<file path="src/rtl/alu_sequencer.sv">
// Control sequencer for a bus-based datapath: decodes a latched instruction and
// steps through T3..T6 producing one-hot register and ALU enables.
module alu_sequencer (
    input  logic        clock,
    input  logic        clear,
    input  logic        start,
    input  logic [31:0] ir,
    output logic [15:0] rout,
    output logic [15:0] rin,
    output logic        RYin,
    output logic        RYout,
    output logic        RZin,
    output logic        RZLOout,
    output logic        RZHIout,
    output logic        HIin,
    output logic        LOin,
    output logic [4:0]  ops,
    output logic        busy,
    output logic        done,
    output logic        illegal
);

    typedef enum logic [2:0] {
        S_IDLE = 3'd0,
        S_T3   = 3'd1,
        S_T4   = 3'd2,
        S_T5   = 3'd3,
        S_T6   = 3'd4,
        S_DONE = 3'd5
    } state_t;

    typedef enum logic [1:0] {
        C_ILLEGAL = 2'd0,
        C_BINARY  = 2'd1,
        C_WIDE    = 2'd2,
        C_UNARY   = 2'd3
    } op_class_t;

    localparam logic [4:0] OP_ADD  = 5'b00011;
    localparam logic [4:0] OP_SUB  = 5'b00100;
    localparam logic [4:0] OP_SHR  = 5'b00101;
    localparam logic [4:0] OP_SHRA = 5'b00110;
    localparam logic [4:0] OP_SHL  = 5'b00111;
    localparam logic [4:0] OP_ROR  = 5'b01000;
    localparam logic [4:0] OP_ROL  = 5'b01001;
    localparam logic [4:0] OP_AND  = 5'b01010;
    localparam logic [4:0] OP_OR   = 5'b01011;
    localparam logic [4:0] OP_MUL  = 5'b01111;
    localparam logic [4:0] OP_DIV  = 5'b10000;
    localparam logic [4:0] OP_NEG  = 5'b10001;
    localparam logic [4:0] OP_NOT  = 5'b10010;

    function automatic op_class_t classify(input logic [4:0] opc);
        op_class_t c;
        case (opc)
            OP_ADD, OP_SUB, OP_SHR, OP_SHRA, OP_SHL,
            OP_ROR, OP_ROL, OP_AND, OP_OR:          c = C_BINARY;
            OP_MUL, OP_DIV:                         c = C_WIDE;
            OP_NEG, OP_NOT:                         c = C_UNARY;
            default:                                c = C_ILLEGAL;
        endcase
        return c;
    endfunction

    function automatic logic [15:0] onehot16(input logic [3:0] idx);
        logic [15:0] v;
        v      = '0;
        v[idx] = 1'b1;
        return v;
    endfunction

    // Only opcode and the three register fields are kept; ir[14:0] carries
    // nothing this sequencer needs.
    logic        ir_unused;
    assign ir_unused = ^ir[14:0];

    state_t      state_q, state_d;
    logic [16:0] instr_q, instr_d;
    logic        illegal_q, illegal_d;

    logic [4:0]  opc_q;
    logic [3:0]  ra_q, rb_q, rc_q;
    op_class_t   cls_q;

    assign opc_q = instr_q[16:12];
    assign ra_q  = instr_q[11:8];
    assign rb_q  = instr_q[7:4];
    assign rc_q  = instr_q[3:0];
    assign cls_q = classify(opc_q);

    always_ff @(posedge clock or negedge clear) begin
        if (!clear) begin
            state_q   <= S_IDLE;
            instr_q   <= '0;
            illegal_q <= 1'b0;
        end else begin
            state_q   <= state_d;
            instr_q   <= instr_d;
            illegal_q <= illegal_d;
        end
    end

    always_comb begin
        state_d   = state_q;
        instr_d   = instr_q;
        illegal_d = 1'b0;
        case (state_q)
            S_IDLE: begin
                if (start) begin
                    instr_d = ir[31:15];
                    case (classify(ir[31:27]))
                        C_BINARY, C_WIDE: state_d = S_T3;
                        C_UNARY:          state_d = S_T4;
                        default: begin
                            state_d   = S_IDLE;
                            illegal_d = 1'b1;
                        end
                    endcase
                end
            end
            S_T3:    state_d = S_T4;
            S_T4:    state_d = S_T5;
            S_T5:    state_d = (cls_q == C_WIDE) ? S_T6 : S_DONE;
            S_T6:    state_d = S_DONE;
            S_DONE:  state_d = S_IDLE;
            default: state_d = S_IDLE;
        endcase
    end

    // Moore decode: everything below depends only on state_q and instr_q.
    always_comb begin
        rout    = '0;
        rin     = '0;
        RYin    = 1'b0;
        RYout   = 1'b0;
        RZin    = 1'b0;
        RZLOout = 1'b0;
        RZHIout = 1'b0;
        HIin    = 1'b0;
        LOin    = 1'b0;
        ops     = '0;
        done    = 1'b0;
        busy    = (state_q != S_IDLE);
        illegal = illegal_q;
        case (state_q)
            S_T3: begin
                rout = onehot16(rb_q);
                RYin = 1'b1;
            end
            S_T4: begin
                RZin = 1'b1;
                ops  = opc_q;
                if (cls_q == C_UNARY) begin
                    rout = onehot16(rb_q);
                end else begin
                    rout  = onehot16(rc_q);
                    RYout = 1'b1;
                end
            end
            S_T5: begin
                RZLOout = 1'b1;
                if (cls_q == C_WIDE) LOin = 1'b1;
                else                 rin  = onehot16(ra_q);
            end
            S_T6: begin
                RZHIout = 1'b1;
                HIin    = 1'b1;
            end
            S_DONE:  done = 1'b1;
            default: ;
        endcase
    end

endmodule

</file>
<file path="config.mk">
export PLATFORM = sky130hd
export DESIGN_NAME = alu_sequencer
export DESIGN_NICKNAME = d
export VERILOG_FILES = /design/src/rtl/alu_sequencer.sv
export SDC_FILE = /design/constraint.sdc
export NUM_CORES = 1
export LEC_CHECK = 0
export CORE_ASPECT_RATIO = 1.25
export CORE_MARGIN = 2
export CORE_UTILIZATION = 42
export CTS_CLUSTER_DIAMETER = 200
export DETAILED_ROUTE_END_ITERATION = 10
export PLACE_DENSITY = 0.85
export REMOVE_ABC_BUFFERS = 1
export SLEW_MARGIN = 20
export SYNTH_ARGS = -nofsm -noshare
export SYNTH_HDL_FRONTEND = slang
export SYNTH_SLANG_ARGS = --single-unit
</file>
<file path="constraint.sdc">
create_clock -name clock -period 3.2 [get_ports clock]
set_input_delay 0.64 -clock clock [delete_from_list [all_inputs] [get_ports clock]]
set_output_delay 0.64 -clock clock [all_outputs]
set_load 0.005 [all_outputs]
</file>
==> impl_metrics.env, run 1 <==
export IMPL_clkSinkCount=21
export IMPL_vdd_drop_max_v=0.000563
export IMPL_critPathLaunchType="flip-flop"
export IMPL_hold_viol_final=0
export IMPL_cts_tree="built"
export IMPL_pwr_share_seq_pct=34.4
export IMPL_worstMarginPinSlew_ns=0.969
export IMPL_cts_root_buf="clkbuf_8"
export IMPL_syn_inst=167
export IMPL_max_slew_margin_rel_pct=35.2
export IMPL_layout_nets=273
export IMPL_synth_seq_cells=21
export IMPL_crit_type="reg2out"
export IMPL_synth_top_area_share_pct=34.1
export IMPL_fin_crit_sh_pct=96.3
export IMPL_ant_nets=0
export IMPL_path_max_fanout=5
export IMPL_grt_max_degree=22
export IMPL_routed_wl_um=3960
export IMPL_area_delta_synth_final_pct=49.2
export IMPL_yosysSeqAreaShare_pct=34.1
export IMPL_synthFlopType="dfrtp_1"
export IMPL_power_switching_uw=781
export IMPL_ys_top_cells_by_area="dfrtp_1, mux2_2, o22ai_1"
export IMPL_port_buffers=66
export IMPL_die_w_um=58.2
export IMPL_fin_ws_ns=0.118
export IMPL_antenna_cells=0
export IMPL_required_ns=2.56
export IMPL_drt_iter0_drc=96
export IMPL_min_to="instr_q[16]$_DFFE_PN0P_"
export IMPL_setup_viol=0
export IMPL_r2r_cells=3
export IMPL_power_frac_clock_pct=9.5
export IMPL_core_um2=3510
export IMPL_grt_pass1_vias=1520
export IMPL_grt_pass1_wl_um=6640
export IMPL_syn_avg_cell_area_um2=9.24
export IMPL_clock_path_buffers=2
export IMPL_holdWs_ns=0.567
export IMPL_holdCritPathClass="reg2reg"
export IMPL_startpoint="instr_q[12]$_DFFE_PN0P_"
export IMPL_layout_drive_gt1_share_pct=13.4
export IMPL_fmaxAchievable_mhz=324
export IMPL_synth_edf_count=0
export IMPL_status="complete, no violations"
export IMPL_num_rows=24
export IMPL_gr_total_overflow=0
export IMPL_endpoint_kind="output pin"
export IMPL_final_cells=270
export IMPL_arrival_ns=2.44
export IMPL_via_per_inst=5.90
export IMPL_pwr_share_comb_pct=56.1
export IMPL_r2r_start="state_q[1]$_DFFE_PN0P_"
export IMPL_ios=82
export IMPL_worstSkewPairLatency_ns=0.26
export IMPL_dp_cells=266
export IMPL_cap_violations=0
export IMPL_start_util_pct=43.9
export IMPL_p_leak_uw=0.000845
export IMPL_cts_setup_buffers=0
export IMPL_place_area_um2=2230
export IMPL_r2r_end="instr_q[5]$_DFFE_PN0P_"
export IMPL_hold_path_startpoint="instr_q[16]$_DFFE_PN0P_"
export IMPL_netlist_area_um2=1540
export IMPL_post_drt_wl_per_cell_um=14.7
export IMPL_gp_congestion=0.817
export IMPL_final_cell_area_um2=2300
export IMPL_r2r_slack_ns=1.57
export IMPL_final_max_slew_viol_count=0
export IMPL_fin_skew_ns=0.00658
export IMPL_htree_levels=1
export IMPL_dp_slack_ns=0.402
export IMPL_antenna_found_initial=0
export IMPL_internal_power_uw=1020
export IMPL_drc=0
export IMPL_vias=1594
export IMPL_grt_use_total_pct=19.9
export IMPL_ys_types=41
export IMPL_cts_clk_slew_worst_paths_ns=0.08
export IMPL_final_common_cell="clkdlybuf4s50_1"
export IMPL_powerDensity_nw_per_um2=782
export IMPL_yosysTopAreaCell="dfrtp_1"
export IMPL_place_hpwl_um=3050
export IMPL_fin_crit_ns=3.08
export IMPL_final_cell_mix="clkdlybuf4s50_1, dfrtp_1, nand2_1, mux2_2, o22ai_1"
export IMPL_swShare_pct=43.4
export IMPL_dr_pass1_iters=5
export IMPL_rsz0062_at_grt="true"
export IMPL_die_h_um=71.8
export IMPL_cts_inserted_buffers=3
export IMPL_hold_path_depth=1
export IMPL_synth_warnings=0
export IMPL_design_die_area_um2=4180
export IMPL_synthArstFlopShare_pct=100
==> state kept, by name, indices dropped and copies added, names as in the netlist <==
name / flops
instr_q: 17
state_q: 3
illegal: 1
==> critical path, stage by stage, from the launching register on <==
cell and delay, ns:
dfrtp_1 0.41, ha_1 0.23, or4b_4 0.54, o2111ai_1 0.40
o22ai_1 0.14, clkdlybuf4s50_1 0.47
==> cell usage after synthesis (all sizes together) (2+ instances only) <==
cell type   n
inv         7
and2        6
buf         9
dfrtp      21
o32ai       3
mux2       15
nor4b       2
a21boi      2
nor2b       4
a211oi      2
nor2        6
o22ai      14
o21ai       2
ha          6
nand3       5
nor4        6
nand2      17
nand2b      7
o2111ai     4
nor3        9
a21oi       2
nor3b       4
==> area by class of cell <==
type,count,area (um^2)
Timing Repair Buffer,69,686
Fill cell,296,1210
Sequential cell,21,526
Multi-Input combinational cell,130,971
Tap cell,39,48.8
Clock buffer,4,45.0
Inverter,7,26.3
==> what timing repair did <==
action,4_1_cts,5_1_grt
endpoints found under the hold margin,0,0
setup endpoints to repair,0,7
hold buffers,0,0
resized for setup,0,5
==> metrics by stage <==
stage,total power (uW),utilization (%),TNS (ns)
2_1_floorplan,1160,-,0
3_3_place_gp,1560,63.5,0
3_5_place_dp,1590,63.5,0
4_1_cts,1770,64.7,0
5_1_grt,1960,65.5,-0.0172
6_report,1800,65.5,0
==> metal layers <==
layer | vias to the layer above | GRT usage [%] | routed length, um
met5 | - | 0 | 0
met4 | 0 | 8.79 | 87
met3 | 10 | 0.722 | 169
met2 | 64 | 35.5 | 2120
met1 | 760 | 24.6 | 1580
li1 | 760 | - | -
==> power by group through the flow <==
stage	combinational [uW]	clock, uW	sequential (uW)
2_1_floorplan	608	0	551
4_1_cts	988	175	606
3_3_place_gp	960	0	601
5_1_grt	1110	186	658
6_report	1010	170	619
3_5_place_dp	986	0	608
==> kinds of logic (layout without fill, tap and decap cells) <==
group / count (synthesis) / after routing / share of synthesized area (%)
flip-flops: 21 / 21 / 34.1
AND/OR/NAND/NOR: 74 / 74 / 27.6
adder cells (fa/ha/maj): 6 / 6 / 4.87
buffers and inverters: 16 / 80 / 5.19
multiplexers: 15 / 15 / 10.9
AO/OA/AOI/OAI: 35 / 35 / 17.4
==> how the worst max path moves through the flow <==
stage	endpoint	slack, ns	depth (start not counted)
final	rout[4]	0.12	5
after global routing	rin[11]	-0.008	5
after CTS	rout[13]	0.11	6
after detailed placement	rout[1]	0.40	5
after global placement	rout[14]	0.42	6
after floorplan	rout[12]	0.82	3
(Power assumes the default switching activity.)
==> run 2: changes to the inputs <==
- RECOVER_POWER: default -> 25
==> run 2 against run 1 <==
  * Worst hold slack stayed put
  * Core utilization stayed put
  * First-iteration DRC count is the same
  * Routed wire length about the same
  * Clock-buffer cell count unchanged
  * Critical path type unchanged
  * Sequential share of layout area stayed put
  * Sequential power is essentially flat
  * Largest power group unchanged
  * Die area unchanged
  * Total power barely moved
  * Global-route usage unchanged
  * Combinational power about the same
==> impl_metrics.env, run 2 (synthesized netlist as in run 1, its figures left out) <==
export IMPL_status="complete, no violations"
export IMPL_dr_pass1_iters=5
export IMPL_layout_nets=273
export IMPL_final_common_cell="clkdlybuf4s50_1"
export IMPL_r2r_start="state_q[1]$_DFFE_PN0P_"
export IMPL_r2r_slack_ns=1.57
export IMPL_clkSinkCount=21
export IMPL_grt_pass1_vias=1520
export IMPL_grt_max_degree=22
export IMPL_via_per_inst=5.90
export IMPL_path_max_fanout=5
export IMPL_hold_viol_final=0
export IMPL_final_max_slew_viol_count=0
export IMPL_cts_inserted_buffers=3
export IMPL_hold_path_startpoint="instr_q[16]$_DFFE_PN0P_"
export IMPL_ios=82
export IMPL_min_to="instr_q[16]$_DFFE_PN0P_"
export IMPL_grt_pass1_wl_um=6640
export IMPL_place_hpwl_um=3050
export IMPL_max_slew_margin_rel_pct=34.5
export IMPL_arrival_ns=2.44
export IMPL_gp_congestion=0.817
export IMPL_endpoint_kind="output pin"
export IMPL_core_um2=3510
export IMPL_area_delta_synth_final_pct=49.2
export IMPL_port_buffers=66
export IMPL_fin_skew_ns=0.00658
export IMPL_die_h_um=71.8
export IMPL_holdCritPathClass="reg2reg"
export IMPL_clock_path_buffers=2
export IMPL_layout_drive_gt1_share_pct=13.4
export IMPL_worstPathCellList="ha_1 > or4b_4 > o2111ai_1 > o22ai_1 > clkdlybuf4s50_1"
export IMPL_hold_path_depth=1
export IMPL_fin_ws_ns=0.118
export IMPL_start_util_pct=43.9
export IMPL_setup_viol=0
export IMPL_htree_levels=1
export IMPL_slowest_stage="or4b_4"
export IMPL_cts_root_buf="clkbuf_8"
export IMPL_largest_reg_flops=17
export IMPL_startpoint="instr_q[12]$_DFFE_PN0P_"
export IMPL_holdWs_ns=0.567
export IMPL_dp_slack_ns=0.402
export IMPL_final_cell_area_um2=2300
export IMPL_crit_buf_inv=1
export IMPL_final_cell_mix="clkdlybuf4s50_1, dfrtp_1, nand2_1, mux2_2, o22ai_1"
export IMPL_drt_iter0_drc=96
export IMPL_regMostFlops="instr_q"
export IMPL_cts_setup_buffers=0
export IMPL_worstSkewPairLatency_ns=0.26
export IMPL_fin_crit_sh_pct=96.3
export IMPL_place_area_um2=2230
export IMPL_crit_type="reg2out"
export IMPL_r2r_cells=3
export IMPL_fmaxAchievable_mhz=324
export IMPL_cts_tree="built"
export IMPL_fin_crit_ns=3.08
export IMPL_vias=1594
export IMPL_routed_wl_um=3960
export IMPL_required_ns=2.56
export IMPL_num_rows=24
export IMPL_grt_use_total_pct=19.9
export IMPL_finalSetupTns_ns=0
export IMPL_antenna_cells=0
export IMPL_die_w_um=58.2
export IMPL_cap_violations=0
export IMPL_gr_total_overflow=0
export IMPL_r2r_end="instr_q[5]$_DFFE_PN0P_"
export IMPL_ant_nets=0
export IMPL_post_drt_wl_per_cell_um=14.7
export IMPL_holdBufCountCts=0
export IMPL_utilization_pct=65.5
export IMPL_critPathLaunchType="flip-flop"
export IMPL_drc=0
export IMPL_worstMarginPinSlew_ns=0.979
export IMPL_powerDensity_nw_per_um2=782
export IMPL_critPathMaxStageDelay_ns=0.54
export IMPL_rsz0062_at_grt="true"
export IMPL_vdd_drop_max_v=0.000563
export IMPL_critPathTopFamily="simple AND/OR/NAND/NOR gates"
export IMPL_p_leak_uw=0.000845
export IMPL_cts_clk_slew_worst_paths_ns=0.08
export IMPL_antenna_found_initial=0
export IMPL_design_die_area_um2=4180
-- run 2: area by class of cell --
type	count	area [um^2]
Fill cell	296	1210
Multi-Input combinational cell	130	971
Timing Repair Buffer	69	686
Sequential cell	21	526
Tap cell	39	48.8
Clock buffer	4	45.0
Inverter	7	26.3
-- run 2: stage by stage --
step / instances / total power, uW
2_1_floorplan: 158 / 1160
3_3_place_gp: 266 / 1560
3_5_place_dp: 266 / 1590
4_1_cts: 270 / 1770
5_1_grt: 270 / 1960
6_report: 270 / 1800
-- run 2: timing repair --
| item | 4_1_cts | 5_1_grt |
|---|---|---|
| resized for setup | 0 | 5 |
| setup endpoints to repair | 0 | 7 |
| endpoints found under the hold margin | 0 | 0 |
-- run 2: worst reg2reg max path, stage by stage (launching register included) --
cell and delay (ns):
dfrtp_1 0.52, nor4b_4 0.31, buf_4 0.30, mux2_2 0.38
-- run 2: power breakdown --
part / internal [uW] / leakage (uW) / switching (uW) / total [uW]
clock network: 88.6 / 0.0000228 / 81.7 / 170
logic: 534 / 0.000571 / 476 / 1010
registers: 396 / 0.000252 / 223 / 619
-- run 2: metal layers --
layer / track usage [%] / up-vias / part of all wire, %
li1: - / 760 / -
met1: 24.6 / 760 / 40
met2: 35.5 / 64 / 54
met3: 0.722 / 10 / 4.3
met4: 8.79 / 0 / 2.2
met5: 0 / - / 0
-- run 2: worst max path at each step --
stage / to / slack, ns / depth (start not counted)
floorplan: rout[12] / 0.82 / 3
global placement: rout[14] / 0.42 / 6
detailed placement: rout[1] / 0.40 / 5
CTS: rout[13] / 0.11 / 6
global route: rin[11] / -0.008 / 5
finish: rout[4] / 0.12 / 5
==> run 3: changes to the inputs <==
- CORE_UTILIZATION: 42 -> 36
- PLACE_DENSITY: 0.85 -> 0.78
- SETUP_SLACK_MARGIN: default -> 0.2
- clock period: 3.2 -> 2.7 ns (I/O delays scaled with it)
==> run 3 against run 2 <==
  * The flow now finishes with violations (negative setup slack)
  * Sequential share of layout area shrank 3.4 points
  * Combinational power grew 86%
  * Non-clock buffer count grew 31
  * Routed wire length grew 29%
  * Total power grew 57%
  * Critical path depth grew 3
  * Clock-buffer cell count shrank 1
  * Die area grew 16%
  * First-iteration DRC count shrank 42%
  * Register-to-register slack lost 0.47 ns
  * Worst setup slack lost 0.19 ns
  * Critical path type unchanged
  * Largest power group unchanged
  * Highest routed layer unchanged
==> impl_metrics.env, run 3 (synthesized netlist as in run 1, its figures left out) <==
export IMPL_grt_pass1_wl_um=6900
export IMPL_fin_crit_sh_pct=103
export IMPL_holdWs_ns=0.584
export IMPL_largest_reg_flops=17
export IMPL_required_ns=2.16
export IMPL_ant_nets=0
export IMPL_htree_levels=1
export IMPL_hold_viol_final=0
export IMPL_num_rows=26
export IMPL_clkSinkCount=21
export IMPL_fin_skew_ns=0.00280
export IMPL_grt_max_degree=22
export IMPL_start_util_pct=37.6
export IMPL_layout_drive_gt1_share_pct=45.0
export IMPL_slowest_stage="or4b_4"
export IMPL_fin_ws_ns=-0.0703
export IMPL_finalSetupTns_ns=-0.834
export IMPL_violations="negative setup slack"
export IMPL_cts_clk_slew_worst_paths_ns=0.08
export IMPL_final_max_slew_viol_count=0
export IMPL_worstPathCellList="ha_2 > or4b_4 > buf_6 > o211ai_4 > buf_12 > clkbuf_16 > nor3_1 > buf_2"
export IMPL_die_w_um=62.6
export IMPL_drc=0
export IMPL_vdd_drop_max_v=0.000531
export IMPL_critPathMaxStageDelay_ns=0.59
export IMPL_via_per_inst=5.55
export IMPL_post_drt_wl_per_cell_um=16.1
export IMPL_routed_wl_um=5100
export IMPL_critPathLaunchType="flip-flop"
export IMPL_port_buffers=66
export IMPL_place_area_um2=2310
export IMPL_grt_use_total_pct=17.3
export IMPL_max_slew_margin_rel_pct=23.0
export IMPL_antenna_found_initial=0
export IMPL_status="finished, violations left"
export IMPL_final_cell_area_um2=2700
export IMPL_worstMarginPinSlew_ns=1.16
export IMPL_vias=1764
export IMPL_arrival_ns=2.23
export IMPL_gr_total_overflow=0
export IMPL_powerDensity_nw_per_um2=1040
export IMPL_core_um2=4100
export IMPL_cts_tree="built"
export IMPL_cts_root_buf="clkbuf_8"
export IMPL_regMostFlops="instr_q"
export IMPL_place_hpwl_um=3120
export IMPL_area_delta_synth_final_pct=75.3
export IMPL_cap_violations=0
export IMPL_setup_viol=15
export IMPL_fmaxAchievable_mhz=361
export IMPL_holdBufCountCts=0
export IMPL_holdCritPathClass="reg2reg"
export IMPL_rsz0062_at_grt="true"
export IMPL_p_leak_uw=0.00114
export IMPL_ios=82
export IMPL_endpoint_kind="output pin"
export IMPL_path_max_fanout=7
export IMPL_worstSkewPairLatency_ns=0.26
export IMPL_crit_buf_inv=4
export IMPL_die_h_um=77.2
export IMPL_clock_path_buffers=2
export IMPL_dr_pass1_iters=4
export IMPL_crit_type="reg2out"
export IMPL_drt_iter0_drc=56
export IMPL_gp_congestion=0.797
export IMPL_layout_nets=304
export IMPL_critPathTopFamily="simple AND/OR/NAND/NOR gates"
export IMPL_finalPower_uw=2820
export IMPL_final_cell_mix="buf_2, clkdlybuf4s50_1, dfrtp_1, nand2_1, buf_4"
export IMPL_fin_crit_ns=2.77
export IMPL_cts_inserted_buffers=3
export IMPL_grt_pass1_vias=1499
export IMPL_antenna_cells=0
export IMPL_design_die_area_um2=4830
## run 3: changes by cell type in the layout (fill, tap and decap cells not counted), sizes merged
cell,previous run,this run
clkinv,0,1
clkbuf,4,7
buf,3,62
dlymetal6s2s,1,2
clkdlybuf4s50,64,31
## run 3: final timing paths
check / to / cells after the start / slack (ns) / startpoint
setup reg to reg: state_q[0]$_DFFE_PN0P_ / 6 / 1.10 / instr_q[12]$_DFFE_PN0P_
max in group asynchronous: instr_q[16]$_DFFE_PN0P_ / 2 / 1.00 / clear
hold reg to reg: instr_q[0]$_DFFE_PN0P_ / 1 / 0.58 / instr_q[0]$_DFFE_PN0P_
hold / removal: instr_q[0]$_DFFE_PN0P_ / 1 / 0.58 / instr_q[0]$_DFFE_PN0P_
min in group asynchronous: instr_q[5]$_DFFE_PN0P_ / 2 / 1.01 / clear
setup / recovery: rin[7] / 8 / -0.07 / instr_q[12]$_DFFE_PN0P_
## run 3: through the flow
stage / utilization, % / setup slack (ns) / instances
floorplan: - / 0.423 / 158
global placement: 56.4 / 0.0611 / 291
detailed placement: 56.4 / 0.0398 / 291
CTS: 59.2 / -0.110 / 302
global route: 66.0 / -0.116 / 318
finish: 66.0 / -0.0703 / 318
## run 3: timing repair
action / CTS / global route
buffers inserted: 6 / 15
cloned: 1 / 1
pin swaps: 5 / 13
endpoints found under the setup margin: 34 / 39
gates resized for setup: 97 / 71
## run 3: power breakdown
group          switching (uW)  internal, uW  total [uW]
sequential                255           469         724
combinational             921           962        1880
clock                     110           103         213
total                    1290          1530        2820
## run 3: final cells by class
type	instances	area [um^2]
Multi-Input combinational cell	130	1180
Fill cell	322	1400
Clock buffer	3	41.3
Tap cell	56	70.1
Timing Repair Buffer	100	855
Inverter	7	28.8
Sequential cell	21	526
Clock inverter	1	5.00
## run 3: worst register-to-register path, delay by kind of cell (launching register included)
family	cells	cell delay [ns]
flip-flops	1	0.39
AO/OA/AOI/OAI	2	0.35
adder cells (fa/ha/maj)	1	0.19
buffers and inverters	2	0.31
AND/OR/NAND/NOR	1	0.26
## run 3: metal layers
metal / track usage, % / part of all wire (%) / vias up
met4: 5.56 / 2.2 / 0
met5: 0 / 0 / -
li1: - / - / 831
met2: 31.5 / 54 / 66
met1: 20.5 / 40 / 853
met3: 3.08 / 4.3 / 14
